### src/rtl/vga_raster_timing.sv
// 1344x804 raster counter with registered syncs, blanking, line retrace and sticky interrupt; one cycle of latency, no backpressure.
// Define VGA_RASTER_NARROW_EN to honour narrow_960 (960-column visible width); otherwise the visible width is fixed at 1024.
module vga_raster_timing (
    input  logic        clk,
    input  logic        rst_n,
    input  logic        cli,
    input  logic        enable_interrupt_on_hblank,
    input  logic        enable_interrupt_on_vblank,
    input  logic        narrow_960,
    input  logic        short_frame,
    output logic [10:0] x,
    output logic [9:0]  y,
    output logic        hsync,
    output logic        vsync,
    output logic        blank,
    output logic        retrace,
    output logic        interrupt
);

    localparam logic [10:0] H_LAST       = 11'd1343;
    localparam logic [10:0] H_VIS        = 11'd1024;
    localparam logic [10:0] H_VIS_NARROW = 11'd960;
    localparam logic [10:0] HS_FIRST     = 11'd1048;
    localparam logic [10:0] HS_LAST      = 11'd1183;
    localparam logic [9:0]  V_VIS        = 10'd768;
    localparam logic [9:0]  VS_FIRST     = 10'd771;
    localparam logic [9:0]  VS_LAST      = 10'd776;
    localparam logic [9:0]  V_LAST       = 10'd803;
    localparam logic [9:0]  V_LAST_SHORT = 10'd797;

    logic [10:0] x_q, x_d;
    logic [9:0]  y_q, y_d;
    logic        hsync_q, hsync_d;
    logic        vsync_q, vsync_d;
    logic        blank_q, blank_d;
    logic        retrace_q, retrace_d;
    logic        irq_q, irq_d;
    logic        short_q, short_d;
    logic        line_end;
    logic        frame_end;
    logic [9:0]  v_last;
    logic [10:0] width;
    logic        hblank_ev;
    logic        vblank_ev;

`ifdef VGA_RASTER_NARROW_EN
    logic narrow_q, narrow_d;

    always_ff @(posedge clk) begin
        if (!rst_n) begin
            narrow_q <= 1'b0;
        end else begin
            narrow_q <= narrow_d;
        end
    end

    // Width follows the line being entered, so a change latched at line end applies from x==0 onward.
    always_comb begin
        narrow_d = line_end ? narrow_960 : narrow_q;
        width    = narrow_d ? H_VIS_NARROW : H_VIS;
    end
`else
    logic unused_narrow;
    assign unused_narrow = narrow_960;
    assign width         = H_VIS;
`endif

    // Everything registered is derived from the next position so outputs line up with x/y.
    always_comb begin
        line_end  = (x_q == H_LAST);
        v_last    = short_q ? V_LAST_SHORT : V_LAST;
        frame_end = line_end && (y_q == v_last);

        x_d = line_end ? 11'd0 : x_q + 11'd1;
        y_d = y_q;
        if (frame_end) begin
            y_d = 10'd0;
        end else if (line_end) begin
            y_d = y_q + 10'd1;
        end
        short_d = frame_end ? short_frame : short_q;

        blank_d   = (x_d >= width) || (y_d >= V_VIS);
        hsync_d   = !((x_d >= HS_FIRST) && (x_d <= HS_LAST));
        vsync_d   = !((y_d >= VS_FIRST) && (y_d <= VS_LAST));
        retrace_d = (x_d == H_LAST);

        hblank_ev = (x_d == width) && (y_d < V_VIS);
        vblank_ev = (x_d == 11'd0) && (y_d == V_VIS);
        // A new event beats a simultaneous clear.
        irq_d = (enable_interrupt_on_hblank && hblank_ev) ||
                (enable_interrupt_on_vblank && vblank_ev) ||
                (irq_q && !cli);
    end

    always_ff @(posedge clk) begin
        if (!rst_n) begin
            x_q       <= 11'd0;
            y_q       <= 10'd0;
            hsync_q   <= 1'b1;
            vsync_q   <= 1'b1;
            blank_q   <= 1'b0;
            retrace_q <= 1'b0;
            irq_q     <= 1'b0;
            short_q   <= 1'b0;
        end else begin
            x_q       <= x_d;
            y_q       <= y_d;
            hsync_q   <= hsync_d;
            vsync_q   <= vsync_d;
            blank_q   <= blank_d;
            retrace_q <= retrace_d;
            irq_q     <= irq_d;
            short_q   <= short_d;
        end
    end

    assign x         = x_q;
    assign y         = y_q;
    assign hsync     = hsync_q;
    assign vsync     = vsync_q;
    assign blank     = blank_q;
    assign retrace   = retrace_q;
    assign interrupt = irq_q;

endmodule

### config.mk
export PLATFORM = sky130hd
export DESIGN_NAME = vga_raster_timing
export DESIGN_NICKNAME = d
export VERILOG_FILES = /design/src/rtl/vga_raster_timing.sv
export SDC_FILE = /design/constraint.sdc
export NUM_CORES = 1
export LEC_CHECK = 0
export BUFFER_PORTS_ARGS = -buffer_cell sky130_fd_sc_hd__buf_2
export CORE_ASPECT_RATIO = 1.4
export CORE_MARGIN = 10
export CORE_UTILIZATION = 25
export DETAILED_ROUTE_END_ITERATION = 7
export MAX_ROUTING_LAYER = met4
export PLACE_DENSITY = 0.5
export REMOVE_ABC_BUFFERS = 1
export SLEW_MARGIN = 40
export SYNTH_ARGS = -nofsm -noshare
export SYNTH_HDL_FRONTEND = slang
export SYNTH_SLANG_ARGS = --single-unit
export TNS_END_PERCENT = 50
### constraint.sdc
create_clock -name clk -period 3.1 [get_ports clk]
set_clock_uncertainty 0.1 [all_clocks]
set_input_delay 0.62 -clock clk [delete_from_list [all_inputs] [get_ports clk]]
set_output_delay 0.62 -clock clk [all_outputs]
set_load 0.1 [all_outputs]
Word-level counts from Yosys, hierarchy flattened:

Cells that the tools add are included.

* register bits: 27
* output and inout bits: 26
* word-level logic and storage cells: 41

* add/sub/neg operators: 2
* $lt $le $gt $ge: 7
* equal/unequal tests: 5
* mux-type cells: 4
* reductions and logical operators: 15

Operators by type and width (number)
* == test 11 bit, second input constant: 3
* >= comparator 11 bit, second input constant: 2
* >= comparator 10 bit, second input constant: 2
* two-way mux 10 bit: 2
* adder 11 x 1 -> 11 bit, second input constant: 1
* <= comparator 11 bit, second input constant: 1
* zero test 11 bit: 1
* two-way mux 11 bit: 1
* adder 10 x 1 -> 10 bit, second input constant: 1
* == test 10 bit: 1
* == test 10 bit, second input constant: 1
* <= comparator 10 bit, second input constant: 1
* less-than comparator 10 bit, second input constant: 1
* logical AND 1 bit: 8
* two-way mux 6 bit: 1
* zero test 1 bit: 3
* logical OR 1 bit: 3

Logic depth before layout (Yosys ltp):

* word-level depth: 9
* gate-level depth with buffers: 9

Least setup slack after synthesis:

No wires, ideal clock.

* path type: register to register
* from: reg x_q[0], in the netlist x[0]
* to: reg irq_q, in the netlist interrupt
* setup time: 0.119 ns
* arrival time: 3.099 ns
* setup slack: -0.218 ns
* cell stages (with the launch flop): 10
* period minus slack after synthesis: 3.318 ns
* cells stage by stage: dfxtp_1 > ha_1 > buf_2 > nand2_1 > or4_1 > buf_2 > o41ai_4 > a22o_4 > and4b_1 > o221a_1

* word-level cells in the longest chain between the ends: 8

Ends and longest elaborated chain
* start: declaration: RTL line 31 `logic [10:0] x_q, x_d;`
* start signal: assignment: RTL line 98 `x_q <= 11'd0;`
* start signal: assignment: RTL line 107 `x_q <= x_d;`
* == test 11 bit: RTL line 70 `line_end = (x_q == H_LAST);`
* two-way mux 10 bit or logical AND 1 bit (tied branches): RTL line 78, 72
* two-way mux 10 bit: RTL line 76 `if (frame_end) begin`
* less-than comparator 10 bit or == test 10 bit (tied branches): RTL line 88, 89
* logical AND 1 bit, on equally long branches: RTL line 88, 89
* logical AND 1 bit, on equally long branches: RTL line 91, 92
* logical OR 1 bit (*): RTL line 91 `irq_d = (enable_interrupt_on_hblank && hblank_ev) ||`
* logical OR 1 bit (*): RTL line 92 `(enable_interrupt_on_vblank && vblank_ev) ||`
* end signal: assignment: RTL line 113 `irq_q <= irq_d;`
* end: declaration: RTL line 37 `logic irq_q, irq_d;`

Every way passes the cells marked *; elsewhere a longest branch is shown, timed or not.
A chain may end at the register's enable or synchronous reset.

Worst setup path in the final report:

* from: reg x_q[1], in the netlist x[1]
* to: reg irq_q, in the netlist interrupt

The elaborated chain is that of the path after synthesis.

==> results.ini <==
[clocking]
cts_root_buf = clkbuf_8
cts_buffers = 3
clock_path_buffers = 2
post_cts_buffers = 0
postCtsHoldBufs = 0
clock-sinks = 27
cts_tree = yes
htreeDepth = 1
post_cts_resized = 0
clock_latency_ps = 270
clk_transition_reported_paths_ps = 100

[global_route]
grt_pass1_vias = 1641
grt_usage = 0.0936
antenna_found_initial = 0
grt_overflow = 0
grt_pass1_wl_um = 8340
grt_max_degree = 16

[synthesis]
synth_cells = 217
async_flop_share = 0
avgSynthCellArea_um2 = 8.14
yosys.cell_types.count = 54
synth_seq_cells = 27
synth_edf_count = 0
syn_area_mm2 = 0.00177
ys_seq_area_frac = 0.306
ys.warnings.count = 0
synth_top_flop_cell = dfxtp_1

[critical_path]
worst_path_largest_cell_delay_ps = 660
crit_path_start_kind = register
crit_buf_inv = 0
path_class = reg -> reg
cp.required_ps = 3230
critPathArrivalTime_ps = 2750
path_cells = ha_1 > nand2_1 > or4_1 > mux2i_1 > a2111oi_0 > and4b_1 > o221a_1
cp_top_family = simple AND/OR/NAND/NOR gates
critPathCaptureType = register
cpMaxStageDelayCell = or4_1
crit_fanout = 8

[final_layout]
fillers = 777
final_common_cell = buf_2
final_cell_area_mm2 = 0.00210
final_cell_mix = buf_2, dfxtp_1, nand2_1
area_delta_synth_final_pct = 18.7
nets = 261
fin_cells = 344
diodes = 0
drive_gt1_frac = 0.193

[route]
wl_um = 4950
route.met3.wl_um = 87
wire_per_inst_um = 14.4
ant_nets = 0
maxUsedRoutingLayer = met4
drc = 0
wl_met1_um = 2270
vias = 1660
vias_per_cell = 4.83
dr_wl_met2_um = 2470
first_iter_violations = 72
drtPass1Iterations = 4

[sta]
relSlewSlack = 0.582
setup_tns_ps = 0
setup_viol = 0
period_share = 0.844
worst_slack_ps = 482
fmax_mhz = 382
hold_viol = 0
worst_pin_slew_ps = 619
slew_viol_final = 0
finalCriticalPeriod_ps = 2620
rsz0062_at_grt = no

[floorplanning]
dieWidth_um = 91.0
coreArea_mm2 = 0.00694
design.portCount = 33
rows = 36
start_util = 0.255
die-area_mm2 = 0.0109
fp.dieH_um = 119

[pwr]
power.density_mw_per_mm2 = 296
ir_drop_mv = 0.154
p_leak_nw = 0.807
report.power.total_w = 0.000621

[placed_design]
pre_cts_slack_ps = 520
placed_cells = 340
place_area_mm2 = 0.00205
io_buffer_count = 31
dp_hpwl_um = 3760
place.gp.congestion = 0.815

[run]
maxCapViolations = 0

[outcome]
status = completed

[hold_path]
min_path_type = reg -> reg

## report_power, final
part	internal [W]	total (W)	switching [W]	leakage [nW]
Sequential	0.000350	0.000356	0.00000596	0.218
Clock	0.0000924	0.000211	0.000119	0.0228
Combinational	0.0000135	0.0000542	0.0000407	0.566
## routing by layer
metal  global-route usage  up-vias
met4               0.0442        0
met3              0.00817        8
met2                0.160       30
met1                0.107      776
li1                     -      846
met5                    -        -
## worst paths after layout
| kind | start | cells past startpoint | endpoint | slack (ps) |
|---|---|---|---|---|
| min reg2reg | short_q | 2 | short_q | 450 |
| max | x[1] | 7 | interrupt | 480 |
| min | short_q | 2 | short_q | 450 |
| max reg2reg | x[1] | 7 | interrupt | 480 |
## worst min-delay path, delay by kind of cell, from the launching register on
kind	cells	cell delay (ps)
flops	1	330
simple gates	1	60
mux	1	130
## synthesized netlist by cell type, types with 2 or more instances
master	count	area [um2]
dfxtp_1	27	541
nand2_1	25	93.8
nor2_1	18	67.6
xnor2_1	12	105
nand3_1	8	40.0
a21oi_1	7	35.0
nor2b_1	7	43.8
nor3_1	7	35.0
and2_1	6	37.5
clkbuf_1	6	22.5
inv_1	6	22.5
o21ai_0	6	30.0
and3_1	5	31.3
mux2i_1	5	50.1
ha_1	4	50.1
nand2b_1	4	25.0
nand4_1	4	25.0
or4_1	4	30.0
xor2_1	4	35.0
a31oi_1	3	18.8
buf_2	3	15.0
nand4b_1	3	26.3
nor4_1	3	18.8
or3_1	3	18.8
a211oi_1	2	15.0
a21boi_0	2	15.0
a21o_1	2	15.0
a22oi_1	2	15.0
and4_1	2	17.5
nor3b_1	2	15.0
o31ai_1	2	15.0
## flip-flops by register name, summed over array words and instances, names as in the netlist
register	count
interrupt	1
retrace	1
hsync	1
y	10
blank	1
x	11
vsync	1
short_q	1
## layout make-up
cell class | instances | area [um2] | area share
Inverter | 6 | 22.5 | 0.0107
Tap cell | 95 | 119 | 0.0567
Clock buffer | 4 | 45.0 | 0.0215
Timing Repair Buffer | 38 | 208 | 0.0990
Sequential cell | 27 | 541 | 0.258
Multi-Input combinational cell | 174 | 1160 | 0.554
## metrics by stage
step | hold WS (ps) | util
6_report | 452 | 0.302
5_1_grt | 495 | 0.302
4_1_cts | 454 | 0.302
3_5_place_dp | 437 | 0.296
3_3_place_gp | 426 | 0.296
2_1_floorplan | 401 | -
## kinds of logic (layout without fill, tap and decap cells)
| logic type | Yosys count | in the layout | synth area share |
|---|---|---|---|
| fa+ha+maj | 4 | 4 | 0.0283 |
| flops | 27 | 27 | 0.306 |
| compound gates | 39 | 39 | 0.171 |
| simple gates | 109 | 109 | 0.344 |
| xor+xnor | 16 | 16 | 0.0793 |
| buf+inv | 16 | 48 | 0.0361 |
| mux | 6 | 6 | 0.0347 |
No activity file was read; power rests on OpenSTA's default activity.
